## src/rtl/bcd_event_counter.sv

```systemverilog
// Packed-BCD event counter with a periodic frozen snapshot and a one-cycle refresh trigger.
// Optional feature macro PRESET_EN adds a `load` input that copies PRESET_VALUE into the live count.
module bcd_event_counter #(
    parameter int          DIGITS         = 6,
    parameter int          REFRESH_CYCLES = 1000,
    parameter logic [31:0] PRESET_VALUE   = 32'h0
) (
    input  logic        clk,
    input  logic        rst_n,
    input  logic        pulse_in,
    input  logic        up_dn,
    input  logic        clear,
    input  logic        hold,
`ifdef PRESET_EN
    input  logic        load,
`endif
    output logic [31:0] cnt_out,
    output logic        trigger,
    output logic        overflow
);

    localparam int          NBITS      = 4 * DIGITS;
    localparam logic [31:0] DIGIT_MASK = (DIGITS >= 8) ? 32'hFFFF_FFFF
                                                       : ((32'h1 << NBITS) - 32'h1);
    localparam int          RW         = $clog2(REFRESH_CYCLES);
    localparam logic [RW-1:0] REF_LAST = RW'(REFRESH_CYCLES - 1);
    localparam logic [RW-1:0] REF_ZERO = RW'(0);
    localparam logic [RW-1:0] REF_ONE  = RW'(1);

    logic          r_pulse_meta;
    logic          r_pulse_sync;
    logic          r_pulse_prev;
    logic          r_up_meta;
    logic          r_up_sync;
    logic [31:0]   r_live;
    logic          r_overflow;
    logic [RW-1:0] r_refresh;
    logic [31:0]   r_cnt_out;
    logic          r_trigger;

    logic          w_event;
    logic [32:0]   w_step;
    logic [31:0]   w_live_nxt;
    logic          w_ovf_nxt;

    // One BCD step over DIGITS decades; bit 32 reports a wrap of the whole count.
    // Non-BCD digits are read as 0 so a corrupted digit heals on the next update.
    function automatic logic [32:0] bcd_step(input logic [31:0] value, input logic up);
        logic [31:0] res;
        logic        carry;
        logic [3:0]  d;
        res   = 32'h0;
        carry = 1'b1;
        for (int i = 0; i < DIGITS; i++) begin
            d = (value[4*i +: 4] > 4'd9) ? 4'd0 : value[4*i +: 4];
            if (carry == 1'b0) begin
                res[4*i +: 4] = d;
            end else if (up) begin
                res[4*i +: 4] = (d == 4'd9) ? 4'd0 : d + 4'd1;
                carry         = (d == 4'd9);
            end else begin
                res[4*i +: 4] = (d == 4'd0) ? 4'd9 : d - 4'd1;
                carry         = (d == 4'd0);
            end
        end
        return {carry, res};
    endfunction

    assign w_event = r_pulse_sync & ~r_pulse_prev;

    // Two-flop synchronisers for the asynchronous pulse and direction inputs.
    always_ff @(posedge clk or negedge rst_n) begin
        if (!rst_n) begin
            r_pulse_meta <= 1'b0;
            r_pulse_sync <= 1'b0;
            r_pulse_prev <= 1'b0;
            r_up_meta    <= 1'b0;
            r_up_sync    <= 1'b0;
        end else begin
            r_pulse_meta <= pulse_in;
            r_pulse_sync <= r_pulse_meta;
            r_pulse_prev <= r_pulse_sync;
            r_up_meta    <= up_dn;
            r_up_sync    <= r_up_meta;
        end
    end

    // Next live count: clear beats load beats hold beats event; losers are dropped.
    always_comb begin
        w_step     = bcd_step(r_live, r_up_sync);
        w_live_nxt = r_live;
        w_ovf_nxt  = r_overflow;
        if (clear) begin
            w_live_nxt = 32'h0;
            w_ovf_nxt  = 1'b0;
        end
`ifdef PRESET_EN
        else if (load) begin
            w_live_nxt = PRESET_VALUE & DIGIT_MASK;
            w_ovf_nxt  = r_overflow;
        end
`endif
        else if (hold) begin
            w_live_nxt = r_live;
            w_ovf_nxt  = r_overflow;
        end else if (w_event) begin
            w_live_nxt = w_step[31:0];
            w_ovf_nxt  = r_overflow | w_step[32];
        end else begin
            w_live_nxt = r_live;
            w_ovf_nxt  = r_overflow;
        end
    end

    // Live count and sticky wrap flag.
    always_ff @(posedge clk or negedge rst_n) begin
        if (!rst_n) begin
            r_live     <= 32'h0;
            r_overflow <= 1'b0;
        end else begin
            r_live     <= w_live_nxt;
            r_overflow <= w_ovf_nxt;
        end
    end

    // Refresh timer: on its wrap the snapshot takes the pre-event live count and trigger pulses.
    always_ff @(posedge clk or negedge rst_n) begin
        if (!rst_n) begin
            r_refresh <= REF_ZERO;
            r_cnt_out <= 32'h0;
            r_trigger <= 1'b0;
        end else if (r_refresh == REF_LAST) begin
            r_refresh <= REF_ZERO;
            r_cnt_out <= r_live;
            r_trigger <= 1'b1;
        end else begin
            r_refresh <= r_refresh + REF_ONE;
            r_cnt_out <= r_cnt_out;
            r_trigger <= 1'b0;
        end
    end

`ifndef PRESET_EN
    logic w_unused_preset;
    assign w_unused_preset = ^PRESET_VALUE;
`endif

    assign cnt_out  = r_cnt_out;
    assign trigger  = r_trigger;
    assign overflow = r_overflow;

endmodule

```

## config.mk

```make
export PLATFORM = sky130hd
export DESIGN_NAME = bcd_event_counter
export DESIGN_NICKNAME = d
export VERILOG_FILES = /design/src/rtl/bcd_event_counter.sv
export SDC_FILE = /design/constraint.sdc
export NUM_CORES = 1
export LEC_CHECK = 0
export CAP_MARGIN = 15
export CORE_MARGIN = 1
export CORE_UTILIZATION = 27
export CTS_CLUSTER_SIZE = 20
export DETAILED_ROUTE_END_ITERATION = 16
export PLACE_DENSITY = 0.49
export SLEW_MARGIN = 5
export SYNTH_ARGS = -nofsm -noshare
export SYNTH_HDL_FRONTEND = slang
export SYNTH_SLANG_ARGS = --single-unit
```

## constraint.sdc

```tcl
create_clock -name clk -period 6.3 [get_ports clk]
set_input_delay 1.26 -clock clk [delete_from_list [all_inputs] [get_ports clk]]
set_output_delay 1.26 -clock clk [all_outputs]
set_load 0.01 [all_outputs]
```

# Yosys cells after proc, flatten, opt, wreduce, memory -nomap -nowiden
# Cells that the tools add are included.
dict set report totals {
  reg_bits 81
  input_bits 6
  elab_cells 96
}
dict set report op_classes {
  addsub 13
  magnitude_cmp 6
  n_eq_ne 8
  muxes 48
  n_bitwise 3
  n_reduce_logical 8
}
# operator count
set ops {}
lappend ops {{2-to-1 mux 4 bit} 29}
lappend ops {{2-to-1 mux 32 bit} 3}
lappend ops {{adder 4 x 1 -> 4 bit (second input constant)} 6}
lappend ops {{== test 4 bit (second input constant)} 6}
lappend ops {{> comparator 4 bit (second input constant)} 6}
lappend ops {{zero test 4 bit} 6}
lappend ops {{subtractor 4 x 1 -> 4 bit (second input constant)} 6}
lappend ops {{2-to-1 mux 1 bit} 15}
lappend ops {{adder 10 x 1 -> 10 bit (second input constant)} 1}
lappend ops {{== test 10 bit (second input constant)} 1}
lappend ops {{2-to-1 mux 10 bit} 1}
lappend ops {{inequality test 2 bit (second input constant)} 1}
lappend ops {{AND reduction 2 bit} 1}
lappend ops {{nonzero test 2 bit} 1}
lappend ops {{bitwise AND 1 bit} 1}
lappend ops {{inverter 1 bit} 1}
lappend ops {{OR 1 bit} 1}

# Depth between registers and ports, before layout
dict set report logic_depth {
  ltp_word 13
  mapped_depth 12
  depth_no_buf 10
}

# Worst setup path before layout
# No wires, ideal clock.
dict set report synth_timing {
  kind {register to register}
  startpoint {register r_live[11]}
  endpoint {register r_live[20]}
  arrival_ns 2.715
  setup_slack_ns 3.503
  path_stages_with_launch 11
  cell_sequence {dfrtp_1 > clkbuf_1 > nand2b_1 > ha_1 > or3b_2 > a21o_1 > a222oi_1 > buf_4 > o211a_4 > mux2_2 > o22ai_1}
}
dict set report synth_via {
  elab_chain_cells 11
  elab_cells_between_ends 12
  classes_between {order compare: 1; eq/ne: 1; mux: 9; reduce/logical: 1}
}
# item line
set synth_rtl {}
lappend synth_rtl {{start: declaration} 35} ;# logic [31:0] r_live;
lappend synth_rtl {{start signal: assignment} 121} ;# r_live <= w_live_nxt;
lappend synth_rtl {{> comparator 4 bit} 55} ;# d = (value[4*i +: 4] > 4'd9) ? 4'd0 : value[4*i +: 4];
lappend synth_rtl {{2-to-1 mux 4 bit *} 55}
lappend synth_rtl {{== test 4 bit or zero test 4 bit (tied branches)} {60, 63}}
lappend synth_rtl {{2-to-1 mux 1 bit *} 58} ;# end else if (up) begin
lappend synth_rtl {{2-to-1 mux 1 bit * (3 in series)} 56} ;# if (carry == 1'b0) begin
lappend synth_rtl {{2-to-1 mux 4 bit *} 56}
lappend synth_rtl {{2-to-1 mux 32 bit *} 106} ;# end else if (w_event) begin
lappend synth_rtl {{2-to-1 mux 32 bit *} 103} ;# else if (hold) begin
lappend synth_rtl {{2-to-1 mux 32 bit *} 93} ;# if (clear) begin
# Mark *: on every way between the ends. The rest lies on a longest branch, timed or not. The select of a mux whose other input is x is not followed.
# A chain may end at the register's enable or synchronous reset.

# Worst setup path after layout
# Same ends and word-level chain as after synthesis.

==> results.tsv <==
stage	metric	value	unit
outcome	status	finished clean	
detailed_routing	via_per_inst	4.87	
placed_design	gp_congestion	0.788	
timing	rsz0062_at_grt	no	
logic_synthesis	synthTopCellsByArea	dfrtp_1, nand2_1, ha_1	
cts	cts_tree	yes	
pwr	pwr_density_cell	221	nW/um2
worst_setup_path	r2r_start	r_live[11]	
worst_setup_path	path_delay_family	compound AO/OA/AOI/OAI gates	
logic_synthesis	yosysTopAreaCell	dfrtp_1	
logic_synthesis	ys_top_cells_by_count	nand2_1, dfrtp_1, o21ai_0	
placed_design	dp_hpwl	5970	um
min_path	hold_depth	0	
worst_setup_path	crit_chain	o21ai_0 > nand2_1 > ha_1 > or3b_2 > a21o_1 > a222oi_1 > buf_4 > o211a_4 > mux2_2 > o22ai_1	
final_layout	layout.cells.non_filler	660	
global_routing	track_usage	13.5	%
detailed_routing	post_drt_wl_per_cell	13.7	um
logic_synthesis	syn_inst	455	
floorplanning	coreArea	13900	um2
worst_setup_path	rr_worst_depth	10	
final_layout	final_core_util	33.0	%
worst_setup_path	crit_path_max_fanout	13	
placed_design	numPortBuffers	31	
floorplanning	rows	43	
timing	slew_headroom	28.7	%
floorplanning	dieArea	14700	um2
cts	cts_buffers	9	
logic_synthesis	syn_area	3840	um2
timing	final_hold_viol_count	0	
detailed_routing	ant_nets	0	
detailed_routing	route.vias.total	3211	
final_layout	n_antenna_cell	0	
timing	holdWs	0.344	ns
timing	finalSetupViolCount	0	
cts	cts-root-buf	clkbuf_16	
min_path	whs_endpoint	r_pulse_sync	
detailed_routing	drcViolationCount	0	
cts	clockBufferDepth	2	
worst_setup_path	worstPathArrival	3.39	ns
logic_synthesis	synth_top_flop_cell	dfrtp_1	
global_routing	grt_max_degree	66	
logic_synthesis	synth_warnings	0	
worst_setup_path	crit_path_end_kind	register	
global_routing	grt_pass1_wl	15200	um
run	max-cap-violations	0	
logic_synthesis	synth_edf_count	0	
final_layout	areaGrowthSynthToFinish	19.3	%
global_routing	overflow	0	
worst_setup_path	crit_required	6.55	ns
floorplanning	start_util	27.6	%
timing	finalCritPeriodShare	49.9	%
timing	tns	0	ns
pwr	p_leak	0.00201	uW
worst_setup_path	crit_buf_inv	1	
floorplanning	io_pins	40	
detailed_routing	drt_iter0_markers	175	
logic_synthesis	async_reset_ff_share	100	%
floorplanning	fp.dieH	121	um
floorplanning	die_w	121	um
min_path	hp-start	r_pulse_meta	
global_routing	grt_antenna_before_repair	0	
timing	max_freq	0.318	GHz
final_layout	design_area	4580	um2
cts	post_cts.repair.setup_buffers	0	
min_path	hp-class	register to register	
final_layout	drive_gt1_share	5.83	%
logic_synthesis	yosysMostFrequentCell	nand2_1	
placed_design	placed_area	4260	um2
placed_design	dp.cells	644	
logic_synthesis	ys_seq_elements	65	
timing	min_period	3.14	ns
cts	clk_pin_slew	0.06	ns
detailed_routing	drt-total-wl	9020	um
logic_synthesis	seq_area_frac_synth	42.4	%
logic_synthesis	yosysTopAreaCellShare	42.4	%
timing	finClkSkew	0.00777	ns
global_routing	grt_pass1_vias	3033	
cts	cts_hold_buf	0	
worst_setup_path	r2r_slack	3.16	ns
worst_setup_path	critPathMaxStageDelay	0.53	ns
cts	cts_sinks	65	
worst_setup_path	crit_path_top_delay_cell	dfrtp_1	
cts	ctsResizeCount	0	
logic_synthesis	yosysUniqueCellTypes	54	
pwr	worst_ir_drop_vdd	121	uV
final_layout	fillerInstances	1467	
timing	finalMaxSlewViolations	0	
worst_setup_path	reg2reg_to	r_live[20]	
final_layout	nNetsFinal	497	
cts	h-tree-depth	3	
worst_setup_path	startpoint_type	register	
cts	clock_latency	0.34	ns
detailed_routing	dr.pass1.iters	4	
logic_synthesis	syn_area_per_cell	8.43	um2
worst_setup_path	criticalPathCategory	register to register	
timing	tightest_slew	1.07	ns
==> cell usage in the layout, fill, tap and decap left out, drive strengths merged, types with 2 or more instances in the layout <==
| cell type | netlist | final |
|---|---|---|
| a21o | 3 | 3 |
| a21oi | 12 | 12 |
| a22o | 7 | 7 |
| a22oi | 2 | 2 |
| a31oi | 4 | 4 |
| a32o | 4 | 4 |
| buf | 15 | 6 |
| clkbuf | 19 | 11 |
| clkdlybuf4s50 | 0 | 30 |
| clkinvlp | 0 | 2 |
| conb | 1 | 8 |
| dfrtp | 65 | 65 |
| ha | 16 | 16 |
| inv | 17 | 18 |
| nand2 | 106 | 106 |
| nand2b | 8 | 8 |
| nand3 | 21 | 21 |
| nand3b | 3 | 3 |
| nand4 | 2 | 2 |
| nand4b | 4 | 4 |
| nor2 | 32 | 32 |
| nor2b | 4 | 4 |
| nor3 | 6 | 6 |
| nor3b | 5 | 5 |
| o211ai | 2 | 2 |
| o21a | 3 | 3 |
| o21ai | 35 | 35 |
| o22ai | 8 | 8 |
| o311ai | 3 | 3 |
| o31ai | 8 | 8 |
| or3 | 2 | 2 |
| xnor2 | 13 | 13 |
| xor2 | 7 | 7 |
==> kinds of logic after synthesis <==
logic type	Yosys count	synth area share [%]
compound gates	99	17.1
xor+xnor	20	4.56
fa+ha+maj	16	5.22
buf+inv	51	6.10
flops	65	42.4
mux	2	0.554
other cells	1	0.0977
simple gates	201	24.0
==> power breakdown <==
part	internal [uW]	switching [uW]
Combinational	20.1	37.1
Sequential	421	7.26
Clock	330	195
==> worst max path at each step <==
stage / start / to / cells after the start
after floorplan: r_live[11] / r_live[20] / 10
after global placement: hold / r_live[13] / 5
final: r_live[11] / r_live[20] / 10
after global routing: r_live[11] / r_live[20] / 10
after CTS: r_live[11] / r_live[20] / 10
after detailed placement: hold / r_live[13] / 5
==> per-stage QoR <==
stage / worst slack, ns / total power (uW)
after floorplan: 3.50 / 475
after global placement: 2.82 / 493
after detailed placement: 2.77 / 494
after CTS: 3.11 / 1030
after global routing: 2.94 / 1050
final: 3.16 / 1010
==> worst register-to-register path, cell delays in order, from the launching register on <==
cell and delay, ns:
dfrtp_1 0.53, o21ai_0 0.19, nand2_1 0.13, ha_1 0.25
or3b_2 0.46, a21o_1 0.19, a222oi_1 0.36, buf_4 0.25
o211a_4 0.23, mux2_2 0.34, o22ai_1 0.11
==> per-layer routing <==
layer / up-vias / GRT usage, % / routed length (um)
met4: 0 / 5.25 / 168
met5: - / 0 / 0
met1: 1546 / 17.3 / 4390
met2: 52 / 20.9 / 4160
li1: 1602 / - / -
met3: 11 / 4.23 / 304
==> area by class of cell <==
class	instances	area, um2	share of cell area, %
clock buffers	11	253	5.52
flip-flops and latches	65	1630	35.5
clock inverters	5	62.6	1.37
repair buffers	36	343	7.49
multi-input cells	346	2000	43.8
inverters	17	63.8	1.39
well taps	180	225	4.92
No activity file was read; power rests on OpenSTA's default activity.
